===== config.mk =====
export PLATFORM = sky130hd
export DESIGN_NAME = emu_ram_scan_ctrl
export DESIGN_NICKNAME = d
export VERILOG_FILES = /design/src/rtl/emu_scan_pkg.sv /design/src/rtl/emu_scan_skid.sv /design/src/rtl/emu_ram_scan_ctrl.sv
export SDC_FILE = /design/constraint.sdc
export NUM_CORES = 1
export LEC_CHECK = 0
export ABC_AREA = 0
export BUFFER_PORTS_ARGS = -buffer_cell sky130_fd_sc_hd__buf_2
export CELL_PAD_IN_SITES_DETAIL_PLACEMENT = 1
export CELL_PAD_IN_SITES_GLOBAL_PLACEMENT = 1
export CORE_ASPECT_RATIO = 1.4
export CORE_MARGIN = 1.5
export CORE_UTILIZATION = 42
export DETAILED_ROUTE_END_ITERATION = 16
export PLACE_DENSITY_LB_ADDON = 0.25
export SETUP_SLACK_MARGIN = 0.2
export SLEW_MARGIN = 25
export SYNTH_ARGS = -nofsm -noshare
export SYNTH_HDL_FRONTEND = slang
export SYNTH_HIERARCHICAL = 1
export SYNTH_SLANG_ARGS = --single-unit

===== constraint.sdc =====
create_clock -name clk -period 7.5 [get_ports clk]
set_clock_uncertainty 0.1 [all_clocks]
set_input_delay 1.5 -clock clk [delete_from_list [all_inputs] [get_ports clk]]
set_output_delay 1.5 -clock clk [all_outputs]
set_load 0.1 [all_outputs]

===== src/rtl/emu_scan_pkg.sv =====
// Shared types and defaults for the RAM scan-chain checkpoint sequencer.
package emu_scan_pkg;

  localparam int unsigned DATA_WIDTH_DEF   = 64;
  localparam int unsigned CNT_WIDTH_DEF    = 16;
  localparam int unsigned PRIME_CYCLES_DEF = 2;

  localparam logic DIR_DUMP    = 1'b0;
  localparam logic DIR_RESTORE = 1'b1;

  typedef enum logic [2:0] {
    IDLE,
    HALT,
    PRIME,
    SHIFT,
    TAIL,
    RELEASE
  } state_e;

endpackage


===== src/rtl/emu_scan_skid.sv =====
// Two-entry valid/ready skid buffer; not_full is registered so the producer
// can gate the scan chain without a combinational path through the consumer.
module emu_scan_skid #(
  parameter int unsigned WIDTH = 65
) (
  input  logic             clk,
  input  logic             resetn,
  input  logic             i_push_valid,
  input  logic [WIDTH-1:0] i_push_data,
  output logic             o_not_full,
  output logic             o_pop_valid,
  output logic [WIDTH-1:0] o_pop_data,
  input  logic             i_pop_ready
);

  logic [WIDTH-1:0] r_mem [2];
  logic             r_wr_ptr;
  logic             r_rd_ptr;
  logic [1:0]       r_count;
  logic             r_not_full;

  logic             w_push;
  logic             w_pop;
  logic [1:0]       w_count_nxt;

  assign w_push = i_push_valid && r_not_full;
  assign w_pop  = i_pop_ready && (r_count != 2'd0);

  always_comb begin
    w_count_nxt = r_count + 2'(w_push) - 2'(w_pop);
  end

  always_ff @(posedge clk or negedge resetn) begin
    if (!resetn) begin
      r_mem[0]   <= '0;
      r_mem[1]   <= '0;
      r_wr_ptr   <= 1'b0;
      r_rd_ptr   <= 1'b0;
      r_count    <= 2'd0;
      r_not_full <= 1'b1;
    end else begin
      if (w_push) begin
        r_mem[r_wr_ptr] <= i_push_data;
        r_wr_ptr        <= ~r_wr_ptr;
      end
      if (w_pop) begin
        r_rd_ptr <= ~r_rd_ptr;
      end
      r_count    <= w_count_nxt;
      r_not_full <= (w_count_nxt != 2'd2);
    end
  end

  assign o_not_full  = r_not_full;
  assign o_pop_valid = (r_count != 2'd0);
  assign o_pop_data  = r_mem[r_rd_ptr];

endmodule


===== src/rtl/emu_ram_scan_ctrl.sv =====
// Checkpoint sequencer: halts the DUT, dumps the RAM scan chain to a stream
// or restores it from a stream, then releases the DUT.
module emu_ram_scan_ctrl
  import emu_scan_pkg::*;
#(
  parameter int unsigned DATA_WIDTH   = DATA_WIDTH_DEF,
  parameter int unsigned CNT_WIDTH    = CNT_WIDTH_DEF,
  parameter int unsigned PRIME_CYCLES = PRIME_CYCLES_DEF
) (
  input  logic                  clk,
  input  logic                  resetn,
  input  logic                  cmd_valid,
  output logic                  cmd_ready,
  input  logic                  cmd_dir,
  input  logic [CNT_WIDTH-1:0]  cmd_words,
  output logic                  busy,
  output logic                  done,
  output logic                  halt,
  output logic                  ram_scan,
  output logic                  ram_dir,
  output logic [DATA_WIDTH-1:0] ram_sdi,
  input  logic [DATA_WIDTH-1:0] ram_sdo,
  output logic                  out_valid,
  input  logic                  out_ready,
  output logic [DATA_WIDTH-1:0] out_data,
  output logic                  out_last,
  input  logic                  in_valid,
  output logic                  in_ready,
  input  logic [DATA_WIDTH-1:0] in_data
);

  localparam int unsigned PW = (PRIME_CYCLES > 1) ? $clog2(PRIME_CYCLES) : 1;

  state_e               r_state;
  state_e               w_next;
  logic                 r_dir;
  logic [CNT_WIDTH-1:0] r_rem;
  logic [PW-1:0]        r_prime;
  logic                 r_halt;
  logic                 r_busy;
  logic                 r_cmd_ready;
  logic                 r_done;
  logic                 r_ram_dir;

  logic                  w_scan;
  logic                  w_push;
  logic                  w_in_ready;
  logic [DATA_WIDTH-1:0] w_sdi;
  logic                  w_not_full;
  logic                  w_skid_valid;
  logic [DATA_WIDTH:0]   w_skid_data;

  // Next state and combinational chain controls
  always_comb begin
    w_next     = r_state;
    w_scan     = 1'b0;
    w_push     = 1'b0;
    w_in_ready = 1'b0;
    w_sdi      = '0;
    case (r_state)
      IDLE: begin
        if (cmd_valid) w_next = HALT;
      end
      HALT: begin
        if (r_rem == '0)                w_next = RELEASE;
        else if (r_dir == DIR_RESTORE)  w_next = SHIFT;
        else                            w_next = PRIME;
      end
      PRIME: begin
        w_scan = 1'b1;
        if (r_prime == PW'(PRIME_CYCLES - 1)) w_next = SHIFT;
      end
      SHIFT: begin
        if (r_dir == DIR_DUMP) begin
          w_scan = (r_rem != '0) && w_not_full;
          w_push = w_scan;
          if ((r_rem == '0) && !w_skid_valid) w_next = RELEASE;
        end else begin
          w_in_ready = (r_rem != '0);
          w_scan     = in_valid && w_in_ready;
          w_sdi      = in_data;
          if (w_scan && (r_rem == CNT_WIDTH'(1))) w_next = TAIL;
        end
      end
      TAIL: begin
        w_scan = 1'b1;
        w_next = RELEASE;
      end
      RELEASE: w_next = IDLE;
      default: w_next = IDLE;
    endcase
  end

  always_ff @(posedge clk or negedge resetn) begin
    if (!resetn) begin
      r_state     <= IDLE;
      r_dir       <= DIR_DUMP;
      r_rem       <= '0;
      r_prime     <= '0;
      r_halt      <= 1'b0;
      r_busy      <= 1'b0;
      r_cmd_ready <= 1'b1;
      r_done      <= 1'b0;
      r_ram_dir   <= 1'b0;
    end else begin
      r_state     <= w_next;
      r_halt      <= (w_next != IDLE);
      r_busy      <= (w_next != IDLE);
      r_cmd_ready <= (w_next == IDLE);
      r_done      <= (w_next == RELEASE);
      // Direction only ever changes on entry to HALT, when ram_scan is low
      if ((r_state == IDLE) && cmd_valid) begin
        r_dir     <= cmd_dir;
        r_rem     <= cmd_words;
        r_ram_dir <= cmd_dir;
      end else if ((r_state == SHIFT) && w_scan && (r_rem != '0)) begin
        r_rem <= r_rem - CNT_WIDTH'(1);
      end
      if (r_state == PRIME) r_prime <= r_prime + PW'(1);
      else                  r_prime <= '0;
    end
  end

  emu_scan_skid #(
    .WIDTH (DATA_WIDTH + 1)
  ) u_skid (
    .clk          (clk),
    .resetn       (resetn),
    .i_push_valid (w_push),
    .i_push_data  ({(r_rem == CNT_WIDTH'(1)), ram_sdo}),
    .o_not_full   (w_not_full),
    .o_pop_valid  (w_skid_valid),
    .o_pop_data   (w_skid_data),
    .i_pop_ready  (out_ready)
  );

  assign cmd_ready = r_cmd_ready;
  assign busy      = r_busy;
  assign done      = r_done;
  assign halt      = r_halt;
  assign ram_scan  = w_scan;
  assign ram_dir   = r_ram_dir;
  assign ram_sdi   = w_sdi;
  assign in_ready  = w_in_ready;
  assign out_valid = w_skid_valid;
  assign out_data  = w_skid_data[DATA_WIDTH-1:0];
  assign out_last  = w_skid_data[DATA_WIDTH];

endmodule


==> metrics.yaml, run 1 <==
setup_path:
  r2r-start: "r_rem[0]$_DFFE_PN0P_"
  r2r_slack_ps: 3750
  critPathMaxFanout: 8
  crit_required_ps: 5900
  start_kind: "input pin"
  end_kind: "output pin"
  startpoint: "in_valid"
  reg2reg_depth: 8
  regToRegEndpoint: "u_skid/r_mem[64]$_DFFE_PN0P_"
  crit_arrival_ps: 2890
  critical_path_class: "in -> out"
timing:
  tns_ps: 0
  rsz0062_at_grt: "no"
  period_needed_ps: 4490
  tightest_slew_ps: 931
  setup_violations: 0
  drv_slew: 0
  slew_headroom_pct: 38.0
  hold_viol: 0
  fin_crit_sh_pct: 59.8
  max_clock_freq_mhz: 223
logic_synthesis:
  synth_top_area_cell: "dfrtp_1"
  synthCells: 609
  synth_top_family_by_area: "multiplexers"
  synth_edf_count: 0
  ys_ff_latch: 159
  synth-simple-area-share_pct: 11.6
  synthXorXnorAreaFrac_pct: 2.06
  synthTopCellsByArea: "dfrtp_1 49%, mux2_2 20%, mux2_4 9.3%"
  synthMuxAreaShare_pct: 29.8
  yosysTopAreaCellShare_pct: 48.8
  synth-seq-area-share_pct: 49.4
  synth.avg_cell_area_sq_um: 13.2
  synth_fa_ha_area_share_pct: 0.621
  synth_flop_cell: "dfrtp_1"
  ys_types: 54
  synth_area_sq_um: 8060
  synth_compound_area_share_pct: 2.70
  async_reset_ff_share_pct: 100
  yosysWarnings: 6
  synthesis.nets: 763
route:
  drtIter0Drc: 196
  first_pass_iters: 5
  wl_um: 22700
  via_per_inst: 5.22
  drtAntennaViolNets: 0
  wire_per_inst_um: 20.0
  vias: 5934
  drc_errors: 0
global_routing:
  grt_pass1_vias: 6618
  grt.total_usage_pct: 22.8
  grt_max_degree: 116
  grt_first_pass_wirelength_um: 35600
  antenna_found_initial: 5
  grt_overflow_total: 0
die:
  coreArea_sq_um: 18700
  fp-row-count: 59
  start_util_pct: 43.1
  die_h_um: 167
  die_x_um: 120
  die-area_sq_um: 20000
  ios: 287
clock_tree:
  cts_buffer_depth: 2
  path_clk_slew_ps: 60
  ctsHoldBuffers: 0
  cts_setup_buffers: 0
  worstSkewPairLatency_ps: 420
  htree_levels: 4
  clkSinkCount: 159
  tritoncts: "yes"
  cts-resized-gates: 0
  root_buffer: "clkbuf_16"
  numCtsBuffers: 17
min_path:
  min-delay-start: "r_prime$_DFF_PN0_"
  whs_path_depth: 1
  hold_class: "reg -> reg"
  holdPathEnd: "r_prime$_DFF_PN0_"
place:
  hpwl_um: 16500
  placedCellCount: 1099
  gp_congestion: 0.978
  io_buffers: 286
cells_and_area:
  fill_cells: 2012
  final_cells: 1137
  final_cell_mix: "285 x buf_2, 156 x dfrtp_1, 145 x mux2_2"
  syn2layout_area_growth_pct: 26.3
  layout_commonest_cell: "buf_2"
  drive_gt1_share_pct: 60.6
  fin_nets: 1029
run:
  drv_cap: 0
outcome:
  status: "finished clean"
-- critical path, stage by stage --
cell     delay [ps]
buf_2           100
mux2i_1         100
nor2_1          400
nand2_1         190
o21ai_0         120
buf_2           460
-- state kept, by name (all words and copies together), names as in the netlist --
signal / cells
u_skid/r_wr_ptr: 1
r_prime: 1
cmd_ready: 1
u_skid/r_mem: 130
done: 1
u_skid/r_count: 2
ram_dir: 1
r_rem: 16
r_state: 3
busy: 1
u_skid/o_not_full: 1
u_skid/r_rd_ptr: 1
-- cell usage after synthesis (3+ instances only) --
| cell | number |
|---|---|
| dfrtp_1 | 157 |
| mux2_2 | 145 |
| and3_1 | 66 |
| mux2_4 | 50 |
| nand2_1 | 24 |
| buf_2 | 16 |
| clkbuf_1 | 14 |
| buf_6 | 12 |
| nor2_1 | 12 |
| o21ai_0 | 12 |
| xor2_1 | 12 |
| xnor2_1 | 7 |
| a21oi_1 | 5 |
| inv_1 | 5 |
| nand3_1 | 5 |
| nand4_1 | 5 |
| nor3_1 | 5 |
| ha_1 | 4 |
| o21a_1 | 3 |
| or2_2 | 3 |
-- worst max path at each step --
| stage | to | slack [ps] |
|---|---|---|
| 6_report | ram_scan | 3010 |
| 5_1_grt | ram_scan | 2850 |
| 4_1_cts | ram_scan | 3040 |
| 3_5_place_dp | ram_scan | 3050 |
| 3_3_place_gp | ram_scan | 3080 |
| 2_1_floorplan | ram_scan | 2840 |
-- kinds of logic after synthesis --
group                    Yosys count
multiplexers                     197
flip-flops                       159
AND/OR/NAND/NOR                  148
buffers and inverters             50
AO/OA/AOI/OAI                     32
XOR/XNOR                          19
adder cells (fa/ha/maj)            4
-- layer usage --
metal  vias up  wire (um)  global-route usage (%)
met2       229      12100                    41.1
li1       2728          -                       -
met4         0        711                    8.75
met5         -          0                       0
met1      2950       8570                    25.9
met3        27       1370                    5.03
-- metrics by stage --
stage | instance area, sq um | setup WS [ps] | hold WS [ps] | util [%]
6_report | 10200 | 3010 | 330 | 54.5
5_1_grt | 10200 | 2850 | 341 | 54.5
4_1_cts | 10100 | 3040 | 334 | 54.3
3_5_place_dp | 9570 | 3050 | 326 | 51.2
3_3_place_gp | 9570 | 3080 | 325 | 51.2
2_1_floorplan | 8060 | 2840 | 308 | -
-- cell type report --
type / count / area (sq um) / area share [%]
Timing Repair Buffer: 292 / 1510 / 14.8
Tap cell: 244 / 305 / 3.00
Clock inverter: 14 / 125 / 1.23
Multi-Input combinational cell: 400 / 3790 / 37.2
Inverter: 5 / 18.8 / 0.184
Antenna cell: 5 / 12.5 / 0.123
Sequential cell: 159 / 3980 / 39.1
Clock buffer: 18 / 439 / 4.32
Power of run 1 is left out: the tool's default activity adds up to more than one toggle a clock period on the data nets, which glitch-free logic cannot reach.
==> run 2: changes to the inputs <==
CORE_UTILIZATION = 39   (was 42)
clock period = 4.3 ns   (was 7.5 ns; I/O delays follow)
==> run 2 against run 1 <==
Design area grew 1.6%. Global-route usage down 1.4 points. First-iteration DRC count fell by 18%. Count of clock-buffer cells in the layout rose by 5. Core utilization down 3.8 points. Die area is 7.5% higher. Highest routed layer unchanged.
==> metrics.yaml, run 2 (synthesis results as in run 1) <==
clock_tree:
  htree_levels: 4
  cts_buffer_depth: 2
  clkSinkCount: 159
  worstSkewPairLatency_ps: 420
  path_clk_slew_ps: 60
  numCtsBuffers: 17
  root_buffer: "clkbuf_16"
  cts_setup_buffers: 0
  ctsHoldBuffers: 0
  cts-resized-gates: 0
  tritoncts: "yes"
die:
  start_util_pct: 39.5
  coreArea_sq_um: 20400
  die_x_um: 124
  fp-row-count: 62
  ios: 287
  die_h_um: 173
  die-area_sq_um: 21500
setup_path:
  r2r_slack_ps: 1000
  crit_required_ps: 3340
  critPathTopFamily: "simple AND/OR/NAND/NOR gates"
  cpMaxStageDelayCell: "dfrtp_1"
  regToRegEndpoint: "u_skid/r_mem[0]$_DFFE_PN0P_"
  r2r-start: "r_rem[0]$_DFFE_PN0P_"
  crit_chain: "inv_1 -> ha_1 -> nor4b_2 -> nand4_2 -> nand2_1 -> o21ai_0 -> buf_2"
  critical_path_class: "reg -> out"
  critPathMaxFanout: 17
  end_kind: "output pin"
  crit_path_max_incr_delay_ps: 440
  critPathBufInv: 2
  start_kind: "flip-flop"
  reg2reg_depth: 8
  crit_arrival_ps: 2720
route:
  drtIter0Drc: 161
  wl_um: 22700
  via_per_inst: 5.12
  vias: 5912
  drc_errors: 0
  first_pass_iters: 4
  drtAntennaViolNets: 0
  wire_per_inst_um: 19.6
cells_and_area:
  final_cell_mix: "285 x buf_2, 156 x dfrtp_1, 145 x mux2_2"
  fin_nets: 1036
  final_util_pct: 50.7
  syn2layout_area_growth_pct: 28.3
  regMostFlops: "u_skid/r_mem"
  final_area_sq_um: 10300
  fill_cells: 2234
  reg_top3: "u_skid/r_mem: 130 flops, r_rem: 16 flops, r_state: 3 flops"
  largest_register_ffs: 130
  seq_area_sq_um: 3980
  multiInputGateArea_sq_um: 3790
  layout_commonest_cell: "buf_2"
  drive_gt1_share_pct: 60.7
timing:
  max_clock_freq_mhz: 272
  tns_ps: 0
  tightest_slew_ps: 764
  slew_headroom_pct: 49.1
  fin_crit_sh_pct: 85.6
  period_needed_ps: 3680
  rsz0062_at_grt: "no"
  hold_viol: 0
  setup_violations: 0
  drv_slew: 0
global_routing:
  grt_pass1_vias: 6430
  antenna_found_initial: 4
  grt_first_pass_wirelength_um: 35600
  grt_max_degree: 72
  grt_overflow_total: 0
  grt.total_usage_pct: 21.3
min_path:
  hold_class: "in -> async"
place:
  placed_area_sq_um: 9680
  hpwl_um: 16700
  io_buffers: 286
  gp_congestion: 0.850
outcome:
  status: "finished clean"
run:
  drv_cap: 0
[run 2: changes by cell type in the layout (fill, tap and decap cells not counted), sizes merged]
| cell | change |
|---|---|
| clkinvlp | -1 |
| buf | +8 |
| clkbuf | +4 |
| clkinv | -2 |
| inv | -6 |
| bufinv | +4 |
| diode | -1 |
[run 2: worst max path at each step]
stage | from | to | slack, ps | cells after the start
2_1_floorplan | r_state[2]$_DFF_PN0_ | ram_scan | 490 | 3
3_3_place_gp | in_valid | ram_scan | 1050 | 6
3_5_place_dp | in_valid | ram_scan | 1010 | 6
4_1_cts | r_rem[0]$_DFFE_PN0P_ | ram_scan | 610 | 7
5_1_grt | r_rem[10]$_DFFE_PN0P_ | ram_scan | 420 | 5
6_report | r_rem[0]$_DFFE_PN0P_ | ram_scan | 620 | 7
[run 2: final cells by class]
class,count,share of cell area (%)
clock buffer,23,4.72
tap,256,3.10
multi-input combinational,400,36.7
timing repair buffer,299,15.2
sequential,159,38.5
antenna,4,0.0968
inverter,5,0.182
clock inverter,9,1.50
[run 2: metal layers]
metal | track usage (%) | share of wire (%) | vias to the layer above
li1 | - | - | 2721
met4 | 8.43 | 2.5 | 0
met5 | 0 | 0 | -
met2 | 35.8 | 49 | 241
met1 | 25.6 | 41 | 2921
met3 | 6.47 | 6.9 | 29
[run 2: stage by stage]
step | setup slack [ps] | std cells | hold WS (ps)
after global placement | 1050 | 1119 | 328
final | 620 | 1155 | 324
after CTS | 606 | 1151 | 331
after floorplan | 494 | 609 | 308
after global routing | 424 | 1155 | 358
after detailed placement | 1010 | 1119 | 338
Power of run 2 is left out for the same reason.
